`src/rtl/spi_wb_master.sv`:
```
// -----------------------------------------------------------------------------
// spi_wb_master
//   Wishbone-slave-controlled SPI master (mode 0, MSB first, 8-bit frames).
//
//   Register map (byte address, only ADR_I[3:2] decoded when ADR_I[7:4]==0):
//     0x00 CTRL   [3:0] R/W  {ASS, IE, SSM, EN}
//     0x04 DIV    [7:0] R/W  SCLK half-period minus one, in CLK_I cycles
//     0x08 DATA   W: TX byte (starts a transfer when EN=1)  R: RX byte, clears DONE
//     0x0C STATUS R: {OVR, DONE, BUSY}  W: 1 to bit1 clears DONE, 1 to bit2 clears OVR
//
//   Ports:
//     CLK_I, RST_I           clock, synchronous active-high reset
//     ADR_I, DAT_I, DAT_O    Wishbone address / write data / read data
//     CYC_I, STB_I, WE_I     Wishbone cycle, strobe, write enable
//     ACK_O                  Wishbone acknowledge (1-cycle pulse)
//     SCLK_O, MOSI_O, MISO_I SPI clock and data lines
//     SS_O                   SPI slave select, active low
//     IRQ_O                  transfer-done interrupt (IE & DONE, registered)
// -----------------------------------------------------------------------------
module spi_wb_master #(
  parameter logic [7:0] DIV_RST = 8'd3
) (
  input  logic        CLK_I,
  input  logic        RST_I,
  input  logic [7:0]  ADR_I,
  input  logic [31:0] DAT_I,
  output logic [31:0] DAT_O,
  input  logic        CYC_I,
  input  logic        STB_I,
  input  logic        WE_I,
  output logic        ACK_O,
  output logic        SCLK_O,
  output logic        MOSI_O,
  input  logic        MISO_I,
  output logic        SS_O,
  output logic        IRQ_O
);

  localparam logic [1:0] ST_IDLE   = 2'd0;
  localparam logic [1:0] ST_SHIFT  = 2'd1;
  localparam logic [1:0] ST_FINISH = 2'd2;

  localparam logic [1:0] REG_CTRL   = 2'd0;
  localparam logic [1:0] REG_DIV    = 2'd1;
  localparam logic [1:0] REG_DATA   = 2'd2;
  localparam logic [1:0] REG_STATUS = 2'd3;

  localparam logic [3:0] LAST_TOGGLE = 4'd15;

  // Control / architectural registers
  logic        ack;
  logic [3:0]  ctrl;
  logic [7:0]  div;
  logic [7:0]  tx;
  logic [7:0]  rx;
  logic        done;
  logic        ovr;
  logic        irq;
  logic [1:0]  state;
  logic        sclk;
  logic        mosi;

  // Shift datapath
  logic [7:0]  tx_sh;
  logic [7:0]  rx_sh;
  logic [7:0]  div_act;
  logic [7:0]  clk_cnt;
  logic [3:0]  tog_cnt;

  logic        in_map;
  logic        wr_acc;
  logic        rd_acc;
  logic        ctrl_wr;
  logic        div_wr;
  logic        data_wr;
  logic        data_rd;
  logic        stat_wr;
  logic        busy;
  logic        en_next;
  logic        start;
  logic        tick;
  logic        rise;
  logic        fall_shift;
  logic [31:0] rd_data;

  // Bus decode: everything qualifies on the ACK cycle, so side effects happen once.
  assign in_map  = (ADR_I[7:4] == 4'd0);
  assign wr_acc  = ack & WE_I & in_map;
  assign rd_acc  = ack & ~WE_I & in_map;
  assign ctrl_wr = wr_acc & (ADR_I[3:2] == REG_CTRL);
  assign div_wr  = wr_acc & (ADR_I[3:2] == REG_DIV);
  assign data_wr = wr_acc & (ADR_I[3:2] == REG_DATA);
  assign stat_wr = wr_acc & (ADR_I[3:2] == REG_STATUS);
  assign data_rd = rd_acc & (ADR_I[3:2] == REG_DATA);

  assign busy = (state != ST_IDLE);

  // Look ahead at a CTRL write so clearing EN stops the shift in the very next cycle.
  assign en_next = ctrl_wr ? DAT_I[0] : ctrl[0];

  assign start      = (state == ST_IDLE) & data_wr & ctrl[0];
  assign tick       = (state == ST_SHIFT) & en_next & (clk_cnt == div_act);
  assign rise       = tick & ~sclk;
  // The 8th falling edge ends the frame; MOSI keeps the last bit after it.
  assign fall_shift = tick & sclk & (tog_cnt != LAST_TOGGLE);

  always_comb begin
    rd_data = '0;
    if (ack && in_map) begin
      case (ADR_I[3:2])
        REG_CTRL:   rd_data = {28'd0, ctrl};
        REG_DIV:    rd_data = {24'd0, div};
        REG_DATA:   rd_data = {24'd0, rx};
        REG_STATUS: rd_data = {29'd0, ovr, done, busy};
        default:    rd_data = '0;
      endcase
    end
  end

  assign DAT_O  = rd_data;
  assign ACK_O  = ack;
  assign SCLK_O = sclk;
  assign MOSI_O = mosi;
  assign IRQ_O  = irq;
  assign SS_O   = ~(ctrl[1] | (ctrl[3] & busy));

  // ---- Bus-side registers ----
  always_ff @(posedge CLK_I) begin
    if (RST_I) begin
      ack  <= 1'b0;
      ctrl <= 4'd0;
      div  <= DIV_RST;
      tx   <= 8'd0;
      rx   <= 8'd0;
      done <= 1'b0;
      ovr  <= 1'b0;
      irq  <= 1'b0;
    end else begin
      ack <= CYC_I & STB_I & ~ack;
      irq <= ctrl[2] & done;

      if (ctrl_wr)
        ctrl <= DAT_I[3:0];
      if (div_wr)
        div <= DAT_I[7:0];

      // A DATA write during a transfer is dropped and flagged as overrun.
      if (data_wr && !busy)
        tx <= DAT_I[7:0];

      if (data_wr && busy)
        ovr <= 1'b1;
      else if (stat_wr && DAT_I[2])
        ovr <= 1'b0;

      // Completion has priority over a simultaneous clear.
      if (state == ST_FINISH) begin
        rx   <= rx_sh;
        done <= 1'b1;
      end else if (data_rd || (stat_wr && DAT_I[1])) begin
        done <= 1'b0;
      end
    end
  end

  // ---- Transfer FSM and SPI outputs ----
  always_ff @(posedge CLK_I) begin
    if (RST_I) begin
      state <= ST_IDLE;
      sclk  <= 1'b0;
      mosi  <= 1'b0;
    end else begin
      case (state)
        ST_IDLE: begin
          if (start) begin
            state <= ST_SHIFT;
            sclk  <= 1'b0;
            mosi  <= DAT_I[7];
          end
        end
        ST_SHIFT: begin
          if (!en_next) begin
            state <= ST_IDLE;
            sclk  <= 1'b0;
          end else if (tick) begin
            sclk <= ~sclk;
            if (fall_shift)
              mosi <= tx_sh[6];
            if (tog_cnt == LAST_TOGGLE)
              state <= ST_FINISH;
          end
        end
        ST_FINISH: begin
          state <= ST_IDLE;
        end
        default: begin
          state <= ST_IDLE;
        end
      endcase
    end
  end

  // ---- Shift datapath (reloaded at every start, no reset needed) ----
  always_ff @(posedge CLK_I) begin
    if (start) begin
      tx_sh   <= DAT_I[7:0];
      div_act <= div;
      clk_cnt <= 8'd0;
      tog_cnt <= 4'd0;
    end else if (tick) begin
      clk_cnt <= 8'd0;
      tog_cnt <= tog_cnt + 4'd1;
      if (rise)
        rx_sh <= {rx_sh[6:0], MISO_I};
      if (fall_shift)
        tx_sh <= {tx_sh[6:0], 1'b0};
    end else if (state == ST_SHIFT) begin
      clk_cnt <= clk_cnt + 8'd1;
    end
  end

  // TX is a write-only holding register; the transfer loads the shifter from the bus.
  logic unused_bits;
  assign unused_bits = ^{ADR_I[1:0], DAT_I[31:8], tx};

endmodule

```
`config.mk`:
```
export PLATFORM = sky130hd
export DESIGN_NAME = spi_wb_master
export DESIGN_NICKNAME = d
export VERILOG_FILES = /design/src/rtl/spi_wb_master.sv
export SDC_FILE = /design/constraint.sdc
export NUM_CORES = 1
export LEC_CHECK = 0
export CAP_MARGIN = 20
export CORE_ASPECT_RATIO = 1.1
export CORE_MARGIN = 2
export CORE_UTILIZATION = 49
export DETAILED_ROUTE_END_ITERATION = 8
export PLACE_DENSITY_LB_ADDON = 0.25
export SYNTH_ARGS = -nofsm -noshare
export SYNTH_HDL_FRONTEND = slang
export SYNTH_SLANG_ARGS = --single-unit
```
`constraint.sdc`:
```
create_clock -name CLK_I -period 5.5 [get_ports CLK_I]
set_input_delay 0.825 -clock CLK_I [delete_from_list [all_inputs] [get_ports CLK_I]]
set_output_delay 0.825 -clock CLK_I [all_outputs]
set_load 0.005 [all_outputs]
```
==> impl_metrics.py <==
metrics = {
    "clock_tree": {
        "clkSlewWorstSetupHoldPaths_ns": 0.07,
        "count_of_h_tree_levels_built_during_cts": 3,
        "tritoncts": "yes",
        "cts_buffer_depth": 2,
        "postCtsSetupBuffers": 0,
        "cts-buffers-inserted": 9,
        "clk_root_buffer_cell": "clkbuf_8",
        "worst_skew_pair.late_latency_ns": 0.34,
        "clock_sinks": 63,
        "cts_repair_resize_count": 0,
        "cts_hold_repair.buffers": 0,
    },
    "detailed_routing": {
        "routed-via-count": 2089,
        "drt_first_pass_iters": 4,
        "routed_wirelength_um": 5750,
        "drt-vias-per-instance": 5.21,
        "route.detailed.wl_per_inst_um": 14.3,
        "detail-route-antenna-nets": 0,
        "drt_iter0_markers": 145,
        "remaining_drc_errors": 0,
    },
    "worst_setup_path": {
        "critical_path_required_ns": 4.68,
        "critPathArrivalTime_ns": 3.23,
        "path_class": "primary input to output port",
        "worstReg2RegStart": "state[0]",
        "regToRegEndpoint": "MOSI_O",
        "cpLargestDelayFamily": "buffers and inverters",
        "worstPathCellList": "clkdlybuf4s50_1 > nor2b_1 > a22oi_1 > nor2_1 > clkdlybuf4s50_1",
        "r2r.worst_path.cells": 4,
        "largest_driver_fanout_on_the_critical_path": 13,
        "critical-path-slowest-cell": "clkdlybuf4s50_1",
        "cp.depth": 5,
        "worst_path_largest_cell_delay_ns": 0.81,
        "crit_path_start_kind": "primary input",
        "critical-path-top-cell-by-count": "clkdlybuf4s50_1",
        "crit_path_end_kind": "output port",
        "rrSetupSlack_ns": 2.81,
        "critical_path.n_buffers_inverters": 2,
    },
    "worst_hold_path": {
        "hp-class": "flop to flop",
        "timing.hold.worst.start": "rx_sh[1]",
        "hold-path-endpoint": "rx_sh[2]",
        "min_path_cells": 0,
    },
    "synth": {
        "synth_enable_flop_cells": 23,
        "synth-xor-area-share_pct": 4.81,
        "synth_cell_type_count": 44,
        "async_reset_ff_share_pct": 0,
        "synth_top_family_by_area": "simple AND/OR/NAND/NOR gates",
        "muxShareOfSynthArea_pct": 6.32,
        "synth_top_cells_by_area": "dfxtp_1 (28%), edfxtp_1 (24%), buf_4 (6.2%)",
        "synthAdderAreaFrac_pct": 0.859,
        "synth_sequential_area_ratio_pct": 51.2,
        "synth_area_leader_cell": "dfxtp_1",
        "ys_ff_latch": 63,
        "yosys.area.top_type_share_pct": 27.5,
        "syn-cell-area_sq_um": 2910,
        "synthCells": 287,
        "synth-main-ff-cell": "dfxtp_1",
        "syn_area_per_cell_sq_um": 10.1,
        "yosys_warnings": 0,
        "fraction_of_the_mapped_netlist_area_in_compound_gates_pct": 8.64,
        "synthSimpleGateAreaFrac_pct": 19.6,
    },
    "cells_and_area": {
        "antenna-diode-count": 0,
        "post_route_cells_drive_above_1_share_pct": 11.7,
        "filler_cells_inserted": 508,
        "stdcell_area_sq_um": 3480,
        "nNetsFinal": 367,
        "syn_to_final_growth_pct": 19.6,
    },
    "sta": {
        "timing.final.crit_period_ns": 4.05,
        "timing.final.setup_violations": 0,
        "tightest_slew_ns": 0.855,
        "hold_viol": 0,
        "skew_ns": 0.00623,
        "final.setup.tns_ns": 0,
        "final.period_utilization_pct": 73.7,
        "postLayoutSetupSlackWorst_ns": 1.45,
        "slew-limit-headroom_pct": 42.9,
        "final_max_slew_viol_count": 0,
        "max_clock_freq_ghz": 0.247,
        "setup_repair_after_global_routing_missed_its_margin": "false",
    },
    "place": {
        "detail_placement_hpwl_um": 4040,
        "final_replace_weighted_congestion": 0.774,
        "pre_cts_ws_ns": 1.45,
        "placement.cell_area_sq_um": 3180,
        "number_of_buffer_cells_added_on_primary_ports": 32,
    },
    "floorplanning": {
        "fp.dieH_um": 84.8,
        "rows": 29,
        "initial_utilization_pct": 50.5,
        "io_pins": 83,
        "design.core.area_sq_um": 5770,
        "die_width_um": 77.5,
        "design.die.area_sq_um": 6580,
    },
    "power": {
        "irDropWorstVdd_uv": 195,
        "power_per_cell_area_nw_per_um2": 301,
        "leakage_power_nw": 1.23,
    },
    "global_routing": {
        "globalRouteMet3Util_pct": 3.72,
        "number_of_global_route_vias_before_repair": 2097,
        "grt_usage_pct": 18.9,
        "grt_max_degree": 30,
        "globalRoute.busiestLayer": "met2",
        "initial_antenna_violation_count": 0,
        "gr_layer_usage_met2_pct": 30.4,
        "grt_pass1_wl_um": 9660,
        "gr-usage-met1_pct": 23.7,
        "grt_overflow": 0,
    },
    "job": {
        "maxCapViolCount": 0,
    },
    "run_status": {
        "run_status": "finished, final reports clean",
    },
}
[layer usage]
layer,wire [um],share of wire [%],up-vias
met2,2840,49,55
met4,141,2.5,0
met3,252,4.4,13
li1,-,-,1022
met1,2520,44,999
met5,0,0,-
[report_power, final]
group	switching [mW]	internal [mW]
registers	0.000528	0.480
logic	0.0195	0.0181
clock network	0.184	0.348
total	0.204	0.846
[cell usage in the layout (no fill, tap or decap), types with 3 or more instances in the layout]
cell type,instances
clkbuf_8,9
conb_1,24
bufinv_16,4
nand2_1,37
edfxtp_1,23
and3_1,4
mux2_2,7
nor2_1,25
mux2i_1,6
a22oi_1,4
nor4_2,3
nor3_1,3
a211oi_1,3
a21oi_1,21
xor2_1,14
clkdlybuf4s50_1,32
nor2b_1,8
nand3_1,15
o21ai_0,5
dfxtp_1,40
nand4_1,3
[registers in the layout, indices dropped and copies added, names as in the netlist, 2 cells and up]
register and flops:
clk_cnt 8, state 2, ctrl 4, div_act 8, tx_sh 7, div 8
rx_sh 8, rx 8, tog_cnt 4
[final cells by class]
class / count / area [sq um] / area share, %
clock buffer: 9 / 124 / 3.56
clock inverter: 7 / 145 / 4.17
inverter: 1 / 3.75 / 0.108
multi-input combinational: 209 / 1260 / 36.2
sequential: 63 / 1490 / 42.8
tap: 77 / 96.3 / 2.77
timing repair buffer: 35 / 360 / 10.3
[kinds of logic (layout without fill, tap and decap cells)]
logic type / Yosys count / in the layout
adders and majority gates: 2 / 2
DFF: 63 / 63
buffers and inverters: 38 / 52
xor gates and xnor gates: 16 / 16
other: 1 / 24
muxes: 15 / 15
and+or+nand+nor: 111 / 111
AOI/OAI and AO/OA: 41 / 41
[synthesized netlist by cell type (3+ instances only)]
master    instances
a22oi_1           4
clkbuf_1          8
nand4_1           3
nand3_1          15
and3_1            4
nor3_1            3
edfxtp_1         23
nor2b_1           8
dfxtp_1          40
nor4_2            3
a211oi_1          3
buf_4            24
a21oi_1          21
mux2_2            7
buf_2             3
nand2_1          37
o21ai_0           5
mux2i_1           6
nor2_1           25
xor2_1           14
[worst max path at each step]
stage	start	endpoint	slack, ns
final	ADR_I[2]	DAT_O[6]	1.45
after global routing	ADR_I[2]	DAT_O[5]	1.26
after CTS	ADR_I[2]	DAT_O[5]	1.44
after detailed placement	ADR_I[2]	DAT_O[5]	1.45
after global placement	ADR_I[2]	DAT_O[7]	1.43
after floorplan	ADR_I[2]	DAT_O[4]	2.82
[through the flow]
stage	power (mW)	utilization, %	hold slack [ns]	cells
final	1.05	60.4	0.457	401
after global routing	1.08	60.4	0.461	401
after CTS	1.06	59.8	0.452	399
after detailed placement	0.526	55.2	0.434	383
after global placement	0.526	55.2	0.431	383
after floorplan	0.518	-	0.419	310
Note: power is estimated with default switching activity, not from simulation.
